[config.mk]
export PLATFORM = sky130hd
export DESIGN_NAME = fnd_watch_ctrl
export DESIGN_NICKNAME = d
export VERILOG_FILES = /design/src/rtl/fnd_watch_ctrl.sv
export SDC_FILE = /design/constraint.sdc
export NUM_CORES = 1
export LEC_CHECK = 0
export BUFFER_PORTS_ARGS = -buffer_cell sky130_fd_sc_hd__buf_2
export CORE_ASPECT_RATIO = 1.25
export CORE_MARGIN = 3
export CORE_UTILIZATION = 35
export CTS_CLUSTER_DIAMETER = 40
export DETAILED_ROUTE_END_ITERATION = 6
export PLACE_DENSITY = 0.66
export SLEW_MARGIN = 20
export SYNTH_ARGS = -nofsm -noshare
export SYNTH_HDL_FRONTEND = slang
export SYNTH_SLANG_ARGS = --single-unit
[constraint.sdc]
create_clock -name clk -period 5 [get_ports clk]
set_input_delay 1.25 -clock clk [delete_from_list [all_inputs] [get_ports clk]]
set_output_delay 1.25 -clock clk [all_outputs]
set_load 0.02 [all_outputs]
[src/rtl/fnd_watch_ctrl.sv]
// Time-multiplexed 4-digit common-anode 7-segment driver for the watch fields.
// Optional edit-field blinking is built only when FND_EDIT_BLINK_EN is defined.
module fnd_watch_ctrl #(
   parameter int unsigned SCAN_COUNT  = 100_000,
   parameter int unsigned BLINK_COUNT = 25_000_000
) (
   input  logic       clk,
   input  logic       rst,
   input  logic [6:0] msec,
   input  logic [5:0] sec,
   input  logic [5:0] min,
   input  logic [4:0] hour,
   input  logic       sel_mode,
   input  logic [2:0] digit_pos,
   output logic [3:0] fnd_com,
   output logic [7:0] fnd_data
);

   localparam int unsigned ScanW = (SCAN_COUNT > 1) ? $clog2(SCAN_COUNT) : 1;

   logic [ScanW-1:0] scan_cnt_q;
   logic             scan_tick;
   logic [1:0]       dig_idx_q;

   logic [6:0] snap_msec_q;
   logic [5:0] snap_sec_q;
   logic [5:0] snap_min_q;
   logic [4:0] snap_hour_q;
   logic       snap_mode_q;

   logic [6:0] low_val;
   logic [6:0] high_val;
   logic [6:0] cur_val;
   logic [3:0] cur_digit;
   logic       dp_on;
   logic       edit_blank;
   logic [7:0] seg_d;
   logic [3:0] com_d;

   function automatic logic [7:0] seg_code(input logic [3:0] d);
      logic [7:0] s;
      case (d)
         4'd0:    s = 8'hC0;
         4'd1:    s = 8'hF9;
         4'd2:    s = 8'hA4;
         4'd3:    s = 8'hB0;
         4'd4:    s = 8'h99;
         4'd5:    s = 8'h92;
         4'd6:    s = 8'h82;
         4'd7:    s = 8'hF8;
         4'd8:    s = 8'h80;
         4'd9:    s = 8'h90;
         default: s = 8'hFF;
      endcase
      return s;
   endfunction

   assign scan_tick = (scan_cnt_q == ScanW'(SCAN_COUNT - 1));

   always_ff @(posedge clk or posedge rst) begin
      if (rst) begin
         scan_cnt_q <= '0;
         dig_idx_q  <= 2'd0;
      end else if (scan_tick) begin
         scan_cnt_q <= '0;
         dig_idx_q  <= dig_idx_q + 2'd1;
      end else begin
         scan_cnt_q <= scan_cnt_q + ScanW'(1);
      end
   end

   // Fields are frozen per frame so a frame never mixes old and new values.
   always_ff @(posedge clk or posedge rst) begin
      if (rst) begin
         snap_msec_q <= '0;
         snap_sec_q  <= '0;
         snap_min_q  <= '0;
         snap_hour_q <= '0;
         snap_mode_q <= 1'b0;
      end else if (scan_tick && (dig_idx_q == 2'd3)) begin
         snap_msec_q <= msec;
         snap_sec_q  <= sec;
         snap_min_q  <= min;
         snap_hour_q <= hour;
         snap_mode_q <= sel_mode;
      end
   end

`ifdef FND_EDIT_BLINK_EN
   localparam int unsigned BlinkW = (BLINK_COUNT > 1) ? $clog2(BLINK_COUNT) : 1;

   logic [BlinkW-1:0] blink_cnt_q;
   logic              blink_ph_q;

   always_ff @(posedge clk or posedge rst) begin
      if (rst) begin
         blink_cnt_q <= '0;
         blink_ph_q  <= 1'b1;
      end else if (blink_cnt_q == BlinkW'(BLINK_COUNT - 1)) begin
         blink_cnt_q <= '0;
         blink_ph_q  <= ~blink_ph_q;
      end else begin
         blink_cnt_q <= blink_cnt_q + BlinkW'(1);
      end
   end

   // digit_pos is live; msec (mode0 low field) is never an edit target.
   always_comb begin
      edit_blank = 1'b0;
      if (!blink_ph_q) begin
         if (snap_mode_q) begin
            edit_blank = dig_idx_q[1] ? digit_pos[2] : digit_pos[1];
         end else begin
            edit_blank = dig_idx_q[1] & digit_pos[0];
         end
      end
   end
`else
   logic unused_digit_pos;
   assign unused_digit_pos = ^digit_pos;
   assign edit_blank       = 1'b0;
`endif

   always_comb begin
      low_val  = snap_mode_q ? {1'b0, snap_min_q}  : snap_msec_q;
      high_val = snap_mode_q ? {2'b0, snap_hour_q} : {1'b0, snap_sec_q};
      cur_val  = dig_idx_q[1] ? high_val : low_val;
      cur_digit = dig_idx_q[0] ? 4'(cur_val / 7'd10) : 4'(cur_val % 7'd10);
      // In hour.min mode the point flashes at 1 Hz off the msec field.
      dp_on = !snap_mode_q || (snap_msec_q < 7'd50);

      seg_d = (cur_val > 7'd99) ? 8'hBF : seg_code(cur_digit);
      if ((dig_idx_q == 2'd2) && dp_on) begin
         seg_d[7] = 1'b0;
      end
      if (edit_blank) begin
         seg_d = 8'hFF;
      end
      com_d = ~(4'b0001 << dig_idx_q);
   end

   // Outputs load the digit that dig_idx points at when its slot ends.
   always_ff @(posedge clk or posedge rst) begin
      if (rst) begin
         fnd_com  <= 4'b1111;
         fnd_data <= 8'hFF;
      end else if (scan_tick) begin
         fnd_com  <= com_d;
         fnd_data <= seg_d;
      end
   end

endmodule

---- Yosys cells after proc, flatten, opt, wreduce, memory -nomap -nowiden ----
Memories as Yosys holds them, arrays and structs flattened.
Cells that the tools add are included.
operators by class
  shifts and indexed selects .............. 1
  $lt $le $gt $ge ......................... 2
  bitwise gates (word level) .............. 1
  add/sub/neg operators ................... 2
  eq/ne operators ......................... 3
  reduce and logical (&&, ||, !) cells .... 4
  div/mod/pow operators ................... 2
  muxes and demuxes ....................... 7
operators with widths
  cell                                                         number
  adder 17 x 1 -> 17 bit (second input constant)               1
  equality test 17 bit (second input constant)                 1
  two-way mux 17 bit                                           1
  two-way mux 7 bit                                            2
  two-way mux 8 bit                                            1
  divider 7 x 4 -> 7 bit (second input constant)               1
  > comparator 7 bit (second input constant)                   1
  less-than comparator 7 x 6 -> 1 bit (second input constant)  1
  remainder unit 7 x 4 -> 7 bit (second input constant)        1
  two-way mux 6 bit                                            1
  equality test 2 bit (second input constant)                  2
  two-way mux 4 bit                                            1
  inverter 4 bit                                               1
  << shifter 1 x 2 -> 4 bit (first input constant)             1
  adder 2 x 1 -> 2 bit (second input constant)                 1
  logical AND 1 bit                                            2
  zero test 1 bit                                              1
  logical OR 1 bit                                             1
  two-way mux 1 bit                                            1
storage, ports and cells
  bits in read-only memories .............. 112
  flip-flop bits (word level) ............. 56
  output and inout bits ................... 12
  bits of input ports ..................... 30
  memories ................................ 1
  word-level logic and storage cells ...... 32
memories
  memory           words  width  rd ports  clocked after memory_dff  write ports  RTL line  RTL
  (no name shown)  16     7      1         0                         0            42        case (d)

---- Depth between registers and ports, before layout ----
Gate-level depths: netlist of run 1.
An unclocked memory read counts as a cell.
  depth in word-level cells ............... 7
  depth in mapped cells ................... 24
  gate-level depth less buffers ........... 23

---- Worst setup path before layout of run 1 ----
OpenSTA, ideal clock, no wires.
  path kind ............................... reg2reg
  from .................................... register dig_idx_q[1]
  to ...................................... register fnd_data[3]
  buffers on the path ..................... 1
  cell stages (with the launch flop) ...... 23
  period minus slack after synthesis ...... 4.930 ns
  setup slack ............................. 0.070 ns
  library setup time ...................... 0.077 ns
  arrival time ............................ 4.852 ns
  data required time ...................... 4.923 ns
  cells stage by stage .................... dfrtp_1 buf_6 mux2i_1 o22a_1 ha_1 nor2_1 nor4_1 a21oi_4 ha_1 inv_1 nand2b_4 a21oi_1 a2bb2oi_2 o21ai_0 a21oi_1 ha_1 a21oi_1 or3_1 and3_1 a21o_1 ha_1 or3_1 a31oi_1
between the ends
  cells in the longest elaborated chain, start to end .. 5
  elaborated cells on any way between the ends .. 7
  those cells by class .................... div (2); order compare (1); mux (3); memory (1)
ends and longest elaborated chain
  element                                                                  RTL line  RTL
  from (decl)                                                              23        logic [1:0] dig_idx_q;
  from (signal assigned)                                                   66        dig_idx_q <= dig_idx_q + 2'd1;
  two-way mux 7 bit (*)                                                    127       cur_val = dig_idx_q[1] ? high_val : low_val;
  remainder unit 7 x 4 -> 7 bit or divider 7 x 4 -> 7 bit (tied branches)  128       cur_digit = dig_idx_q[0] ? 4'(cur_val / 7'd10) : 4'(cur_val % 7'd10);
  two-way mux 4 bit                                                        128
  memory read (16 x 7 bit)                                                 n/a
  two-way mux 8 bit (*)                                                    132       seg_d = (cur_val > 7'd99) ? 8'hBF : seg_code(cur_digit);
  to (signal assigned)                                                     149       fnd_data <= seg_d;
  to (decl)                                                                16        output logic [7:0] fnd_data
Every way passes the cells marked *; elsewhere a longest branch is shown, timed or not.
A chain may end at the register's enable or synchronous reset.

---- Worst setup path in the final report of run 1 ----
  from .................................... register snap_msec_q[4]
  to ...................................... register fnd_data[3]
between the ends
  cells in the longest elaborated chain, start to end .. 6
  elaborated cells on any way between the ends .. 8
  those cells by class .................... div (2); order compare (1); mux (4); memory (1)
ends and longest elaborated chain
  element                                                                  RTL line  RTL
  from (decl)                                                              25        logic [6:0] snap_msec_q;
  from (signal assigned)                                                   81        snap_msec_q <= msec;
  two-way mux 7 bit (*)                                                    125       low_val = snap_mode_q ? {1'b0, snap_min_q} : snap_msec_q;
  two-way mux 7 bit (*)                                                    127
  remainder unit 7 x 4 -> 7 bit or divider 7 x 4 -> 7 bit (tied branches)  128
  two-way mux 4 bit                                                        128
  memory read (16 x 7 bit)                                                 n/a
  two-way mux 8 bit (*)                                                    132
Marks and branches as above.

==> results of run 1 <==
worst paths after layout:
| check | from | endpoint | slack, ns |
|---|---|---|---|
| max | snap_msec_q[4] | fnd_data[3] | 0.30 |
| min | scan_cnt_q[4] | scan_cnt_q[4] | 0.48 |
| max reg2reg | snap_msec_q[4] | fnd_data[3] | 0.30 |
| min reg2reg | scan_cnt_q[4] | scan_cnt_q[4] | 0.48 |
| max in group asynchronous | rst | dig_idx_q[1] | 3.38 |
| min in group asynchronous | rst | snap_min_q[0] | 1.15 |
cells in the mapped netlist (all sizes together) (6+ instances only):
library cell and count:
mux2 26, dfrtp 44, a21oi 12, nor3 9
clkbuf 7, xnor2 8, o21ai 17, nand3 11
nor2 23, dfstp 12, xor2 8, or3 7
ha 15, mux2i 6, nand2 24, a31oi 6
inv 12
sequential cells by signal, summed over array words and instances (netlist names):
name / flops
snap_hour_q: 5
snap_sec_q: 6
snap_min_q: 6
scan_cnt_q: 17
snap_mode_q: 1
fnd_data: 8
fnd_com: 4
snap_msec_q: 7
dig_idx_q: 2
area by class of cell:
cell class,count,area share (%)
repair buffers,54,7.78
well taps,123,3.86
multi-input cells,236,47.9
clock buffers,5,3.14
flip-flops and latches,56,35.6
inverters,12,1.13
clock inverters,3,0.659
kinds of logic (layout without fill, tap and decap cells):
| logic type | Yosys count | in the layout | synth area share (%) |
|---|---|---|---|
| adders and majority gates | 15 | 15 | 5.57 |
| and+or+nand+nor | 100 | 100 | 16.0 |
| AOI/OAI and AO/OA | 68 | 68 | 15.7 |
| xor gates and xnor gates | 16 | 16 | 4.16 |
| DFF | 56 | 56 | 42.0 |
| muxes | 37 | 37 | 13.9 |
| buffers and inverters | 21 | 74 | 2.67 |
through the flow:
stage | std cells | utilization (%) | area (um2)
final | 489 | 43.0 | 3990
after global placement | 479 | 40.7 | 3780
after detailed placement | 479 | 40.7 | 3780
after CTS | 487 | 42.4 | 3930
after floorplan | 313 | - | 3370
after global routing | 489 | 43.0 | 3990
power by group through the flow:
stage	Clock [mW]	Combinational, mW	Sequential, mW
floorplan	0	0.192	0.477
global placement	0	0.251	0.479
detailed placement	0	0.255	0.480
CTS	0.371	0.257	0.471
global route	0.392	0.293	0.473
finish	0.361	0.265	0.471
metal layers:
layer | vias to the layer above | global-route usage (%) | wire, um
met5 | - | 0 | 0
met4 | 0 | 3.76 | 98
li1 | 1256 | - | -
met3 | 8 | 2.53 | 286
met1 | 1232 | 18.1 | 3210
met2 | 57 | 21.1 | 3370
timing repair:
action	4_1_cts	5_1_grt
buffers inserted	0	2
resized for setup	0	12
endpoints found under the setup margin	0	7
==> metrics.txt, run 1 <==
Rows=39; Die Ht=116 um; CP cell instances=mux4_2 > ha_2 > nor2_4 > nor4_4 > a21oi_4 > ha_1 > o21ai_0 > and3_1 > or3_4 > nor3_2 > a21oi_2 > ha_1 > buf_4 > a32oi_4 > o21ai_0 > and3_1 > a21o_1 > ha_1 > or3_1 > a31oi_1; Slew headroom=29.8%; initial antenna violation count=0; startpoint type of the worst setup path=flip-flop; largest cells by area after synthesis=dfrtp_1 (33%), dfstp_2 (9.4%), mux2_2 (8.7%); WP data arrival=4.92 ns; total gr overflow=0; area leader, netlist=dfrtp_1; RSZ-0062 raised after global routing=false; vias in the first global route=2459; Final Critical Period=4.70 ns; initial core utilization=36.4%; final net count=410; Post-synth EDFFs=0; number of routed nets with antenna violations=0; clk_skew=0.00598 ns; hold_buf cts=0; H-tree depth=2; PwrDens=275 mW/mm2; syn_area_per_cell=10.8 um2; f_max=213 MHz; Detailed Route WL=6.96 mm; Leakage=1.72 nW; # Max-Cap Violations=0; Seq pwr share=43.0%; hold_ws=0.477 ns; FILL cells=896; DR WL/cell=14.2 um; Comb power frac=24.1%; total power draw=1.10 mW; Clock power frac=32.9%; ys async rst share=100%; Top cell by count, worst path=ha_1; share of layout cells above drive strength 1=36.9%; via count=2553; pre-CTS setup slack=0.0791 ns; sequential area share after synthesis=42.0%; CP Data Required Time=5.22 ns; Antenna diodes=0; endpoints failing hold=0; drt pass-1 iters=5; die area=0.0109 mm2; largest net degree at the start of global routing=57; IO Pins=42; fin crit share=94.0%; Multi-input gate area=0.00191 mm2; crit path max fanout=5; vias per cell=5.22; Max clock buf depth=2; nature of the critical path endpoint=flip-flop; Yosys Warn Count=0; final slew viol count=0; Skew-Pair Late Insertion Delay=0.29 ns; Iteration-0 DRC Markers=154; most common cell after layout, fill and taps aside=dfrtp_1; Crit Path Category=flip-flop to flip-flop; # setup viols final=0; CTS Buf Count=5; Sequential cell area=0.00142 mm2; Top delay family on crit path=simple AND/OR/NAND/NOR gates; syn nets=358; Crit. path cell count=20; post-synth top area share=32.7%; worst vdd rail ir drop=0.169 mV; Post-Syn Area=0.00337 mm2; worst setup margin=0.301 ns; R2R depth=20; CTS clk-pin slew, worst paths=0.08 ns; internal power=0.774 mW; port bufs=38; buffers plus inverters on the worst setup path=1; Global Route Usage Sum=13.1%; global-route wire length before repair=11.6 mm; drc violations=0; Die W=93.8 um; Final Wtd Congestion=0.887; worst min path class=flip-flop to flip-flop; Net Sw Frac=29.4%; leading cell types in the layout, fill and taps excluded=dfrtp_1 (42), buf_2 (38), mux2_2 (26), nand2_1 (24), nor2_1 (21); Core ar.=0.00927 mm2; CP max stage cell=mux4_2; unique cell type count in the Yosys netlist=64; largest stage delay on the critical path=0.53 ns; hold depth=1; outcome=completed; root buf cell=clkbuf_16; ys flop type=dfrtp_1; Seq cells post-synth=56; TritonCTS clock tree=done; Net Sw Power=0.323 mW; worst-margin pin slew=1.05 ns; Syn Inst Count=313; Setup TNS=0 ns; Sink Count=56; hpwl dp=5.15 mm; Layout Area Growth over Synthesis=18.3%
(Power assumes the default switching activity.)
==> run 2, diff against run 1 <==
Settings changed: CORE_UTILIZATION 35 to 42, PLACE_DENSITY 0.66 to 0.74.
==> run 2 against run 1 <==
Net effect: final cell count decreased by 7.0%; clock skew increased by 0.019 ns; sequential cell count unchanged; worst hold slack improved by 0.0017 ns; die area decreased by 16%; routed wire length decreased by 0.40%; register-to-register slack got worse by 0.08 ns; combinational power about the same; fmax decreased by 1.6%; utilization increased by 8.3 points; via count decreased by 1.3%; non-clock buffer count decreased by 3; critical path type unchanged; highest routed layer unchanged.
==> metrics.txt, run 2 (same netlist as run 1, synthesis figures left out) <==
outcome=completed; CTS Buf Count=5 (unchanged); Leakage=1.69 nW (-1.6%); Core ar.=0.00758 mm2 (-18%); global-route wire length before repair=11.6 mm (-0.12%); final net count=407 (-0.73%); RSZ-0062 raised after global routing=false; CP Data Required Time=5.25 ns (+0.03 ns); Biggest register=scan_cnt_q; vias per cell=5.54 (+6.1%); Clock power frac=30.2% (-2.7 points); post-route insts no fill=455 (-7.0%); nature of the critical path endpoint=flip-flop; number of routed nets with antenna violations=0 (unchanged); Seq pwr share=44.5% (+1.5 points); H-tree depth=2 (unchanged); port bufs=38 (unchanged); hold_buf cts=0 (unchanged); drt pass-1 iters=4 (-1); Setup TNS=0 ns (unchanged); # setup viols final=0 (unchanged); share of layout cells above drive strength 1=35.8% (-1.1 points); hold endpoint=scan_cnt_q[4]; leading cell types in the layout, fill and taps excluded=dfrtp_1 (43), buf_2 (38), mux2_2 (26), nand2_1 (23), nor2_1 (22); Iteration-0 DRC Markers=129 (-16%); max reg flops=17 (unchanged); WP data arrival=5.02 ns (+0.10 ns); largest net degree at the start of global routing=57 (unchanged); Worst R2R End=fnd_data[3]; worst-margin pin slew=1.04 ns (-0.0154 ns); root buf cell=clkbuf_8; # Max-Cap Violations=0 (unchanged); Final Util=51.3% (+8.3 points); IO Pins=42 (unchanged); Final Critical Period=4.78 ns (+0.0774 ns); crit path max fanout=6 (+1); via count=2520 (-1.3%); Post-CTS Setup Bufs=0 (unchanged); Final Wtd Congestion=0.867 (-2.2%); Crit Path Category=flip-flop to flip-flop; Die W=86.1 um (-8.2%); Net Sw Power=0.311 mW (-3.7%); DR WL/cell=15.2 um (+7.0%); Sink Count=56 (unchanged); fin crit share=95.5% (+1.5 points); Die Ht=106 um (-8.3%); Layout Area Growth over Synthesis=15.4%; f_max=209 MHz (-1.6%); Rows=35 (-10%); die area=0.00915 mm2 (-16%); PwrDens=272 mW/mm2 (-1.1%); startpoint type of the worst setup path=flip-flop; Max clock buf depth=2 (unchanged); Global Route Usage Sum=15.7% (+2.5 points); R2R setup slack=0.22 ns (-0.08 ns); Comb power frac=25.3% (+1.2 points); initial antenna violation count=0 (unchanged); Detailed Route WL=6.94 mm (-0.40%); CTS clk-pin slew, worst paths=0.12 ns (+0.04 ns); hold depth=1 (unchanged); worst vdd rail ir drop=0.242 mV (+43%); reg2reg start=snap_msec_q[4]; initial core utilization=44.5% (+8.1 points); drc violations=0 (unchanged); internal power=0.747 mW (-3.5%); Slew headroom=30.8% (+1.0 points); Skew-Pair Late Insertion Delay=0.32 ns (+0.03 ns); clk_skew=0.0248 ns (+0.0188 ns); TritonCTS clock tree=done; Net Sw Frac=29.4% (-0.030 points); most common cell after layout, fill and taps aside=dfrtp_1; Antenna diodes=0 (unchanged); total gr overflow=0 (unchanged); final slew viol count=0 (unchanged); number of cells after detailed placement=447 (-6.7%); R2R depth=18 (-10%); min-delay src=scan_cnt_q[4]; endpoints failing hold=0 (unchanged); hpwl dp=5.18 mm (+0.57%); Top Registers=scan_cnt_q x17, fnd_data x8, snap_msec_q x7; worst min path class=flip-flop to flip-flop; vias in the first global route=2519 (+2.4%)
-- run 2: cell types whose count changed in the layout (fill, tap and decap cells not counted), sizes merged --
cell | previous run | this run
buf | 54 | 51
inv | 14 | 12
clkbuf | 5 | 7
-- run 2: power groups by stage --
stage                     clock [mW]  sequential [mW]  combinational [mW]
final                          0.319            0.471               0.268
after global routing           0.348            0.473               0.294
after CTS                      0.329            0.471               0.257
after detailed placement           0            0.479               0.256
after global placement             0            0.479               0.250
after floorplan                    0            0.477               0.192
-- run 2: worst max-delay path by stage --
stage,from,to,slack (ns),cells after the start
2_1_floorplan,dig_idx_q[1],fnd_data[3],0.07,22
3_3_place_gp,dig_idx_q[1],fnd_data[3],0.14,20
3_5_place_dp,dig_idx_q[1],fnd_data[3],0.03,20
4_1_cts,dig_idx_q[1],fnd_data[3],0.01,20
5_1_grt,snap_msec_q[4],fnd_data[3],0.02,19
6_report,snap_msec_q[4],fnd_data[3],0.22,18
-- run 2: critical path: stages, from the launching register on --
cell      delay [ns]
dfrtp_1         0.46
mux4_2          0.56
ha_1            0.25
o21ai_1         0.22
a21oi_4         0.09
ha_1            0.24
a311oi_1        0.21
o21ai_1         0.13
buf_4           0.20
a21o_1          0.18
buf_4           0.15
o22ai_2         0.21
nand2_2         0.13
or3_1           0.40
and3_1          0.19
a21o_1          0.18
ha_1            0.31
or3_1           0.37
a31oi_1         0.18
-- run 2: cell type report --
class                   instances  area (um2)
fillers                       685        3690
multi-input cells             236        1900
flip-flops and latches         56        1420
repair buffers                 51         288
clock buffers                   7         119
well taps                      92         115
inverters                      12        46.3
clock inverters                 1        8.76
-- run 2: per-layer routing --
layer	part of all wire [%]	wire length, um	global-route usage, %	vias to the layer above
met4	0.88	61	4.41	0
met2	50	3480	25.6	37
li1	-	-	-	1248
met3	3.2	220	3.10	6
met1	46	3170	20.9	1229
met5	0	0	0	-
-- run 2: what timing repair did --
item	4_1_cts	5_1_grt
gates resized for setup	0	9
endpoints found under the setup margin	0	7
endpoints found under the hold margin	0	0
-- run 2: per-stage QoR --
stage	worst slack [ns]	instance area (um2)	total power, mW	hold WS [ns]
floorplan	0.0705	3370	0.669	0.439
global placement	0.142	3730	0.728	0.455
detailed placement	0.0349	3730	0.735	0.461
CTS	0.0145	3860	1.06	0.480
global route	0.0175	3890	1.11	0.508
finish	0.224	3890	1.06	0.479
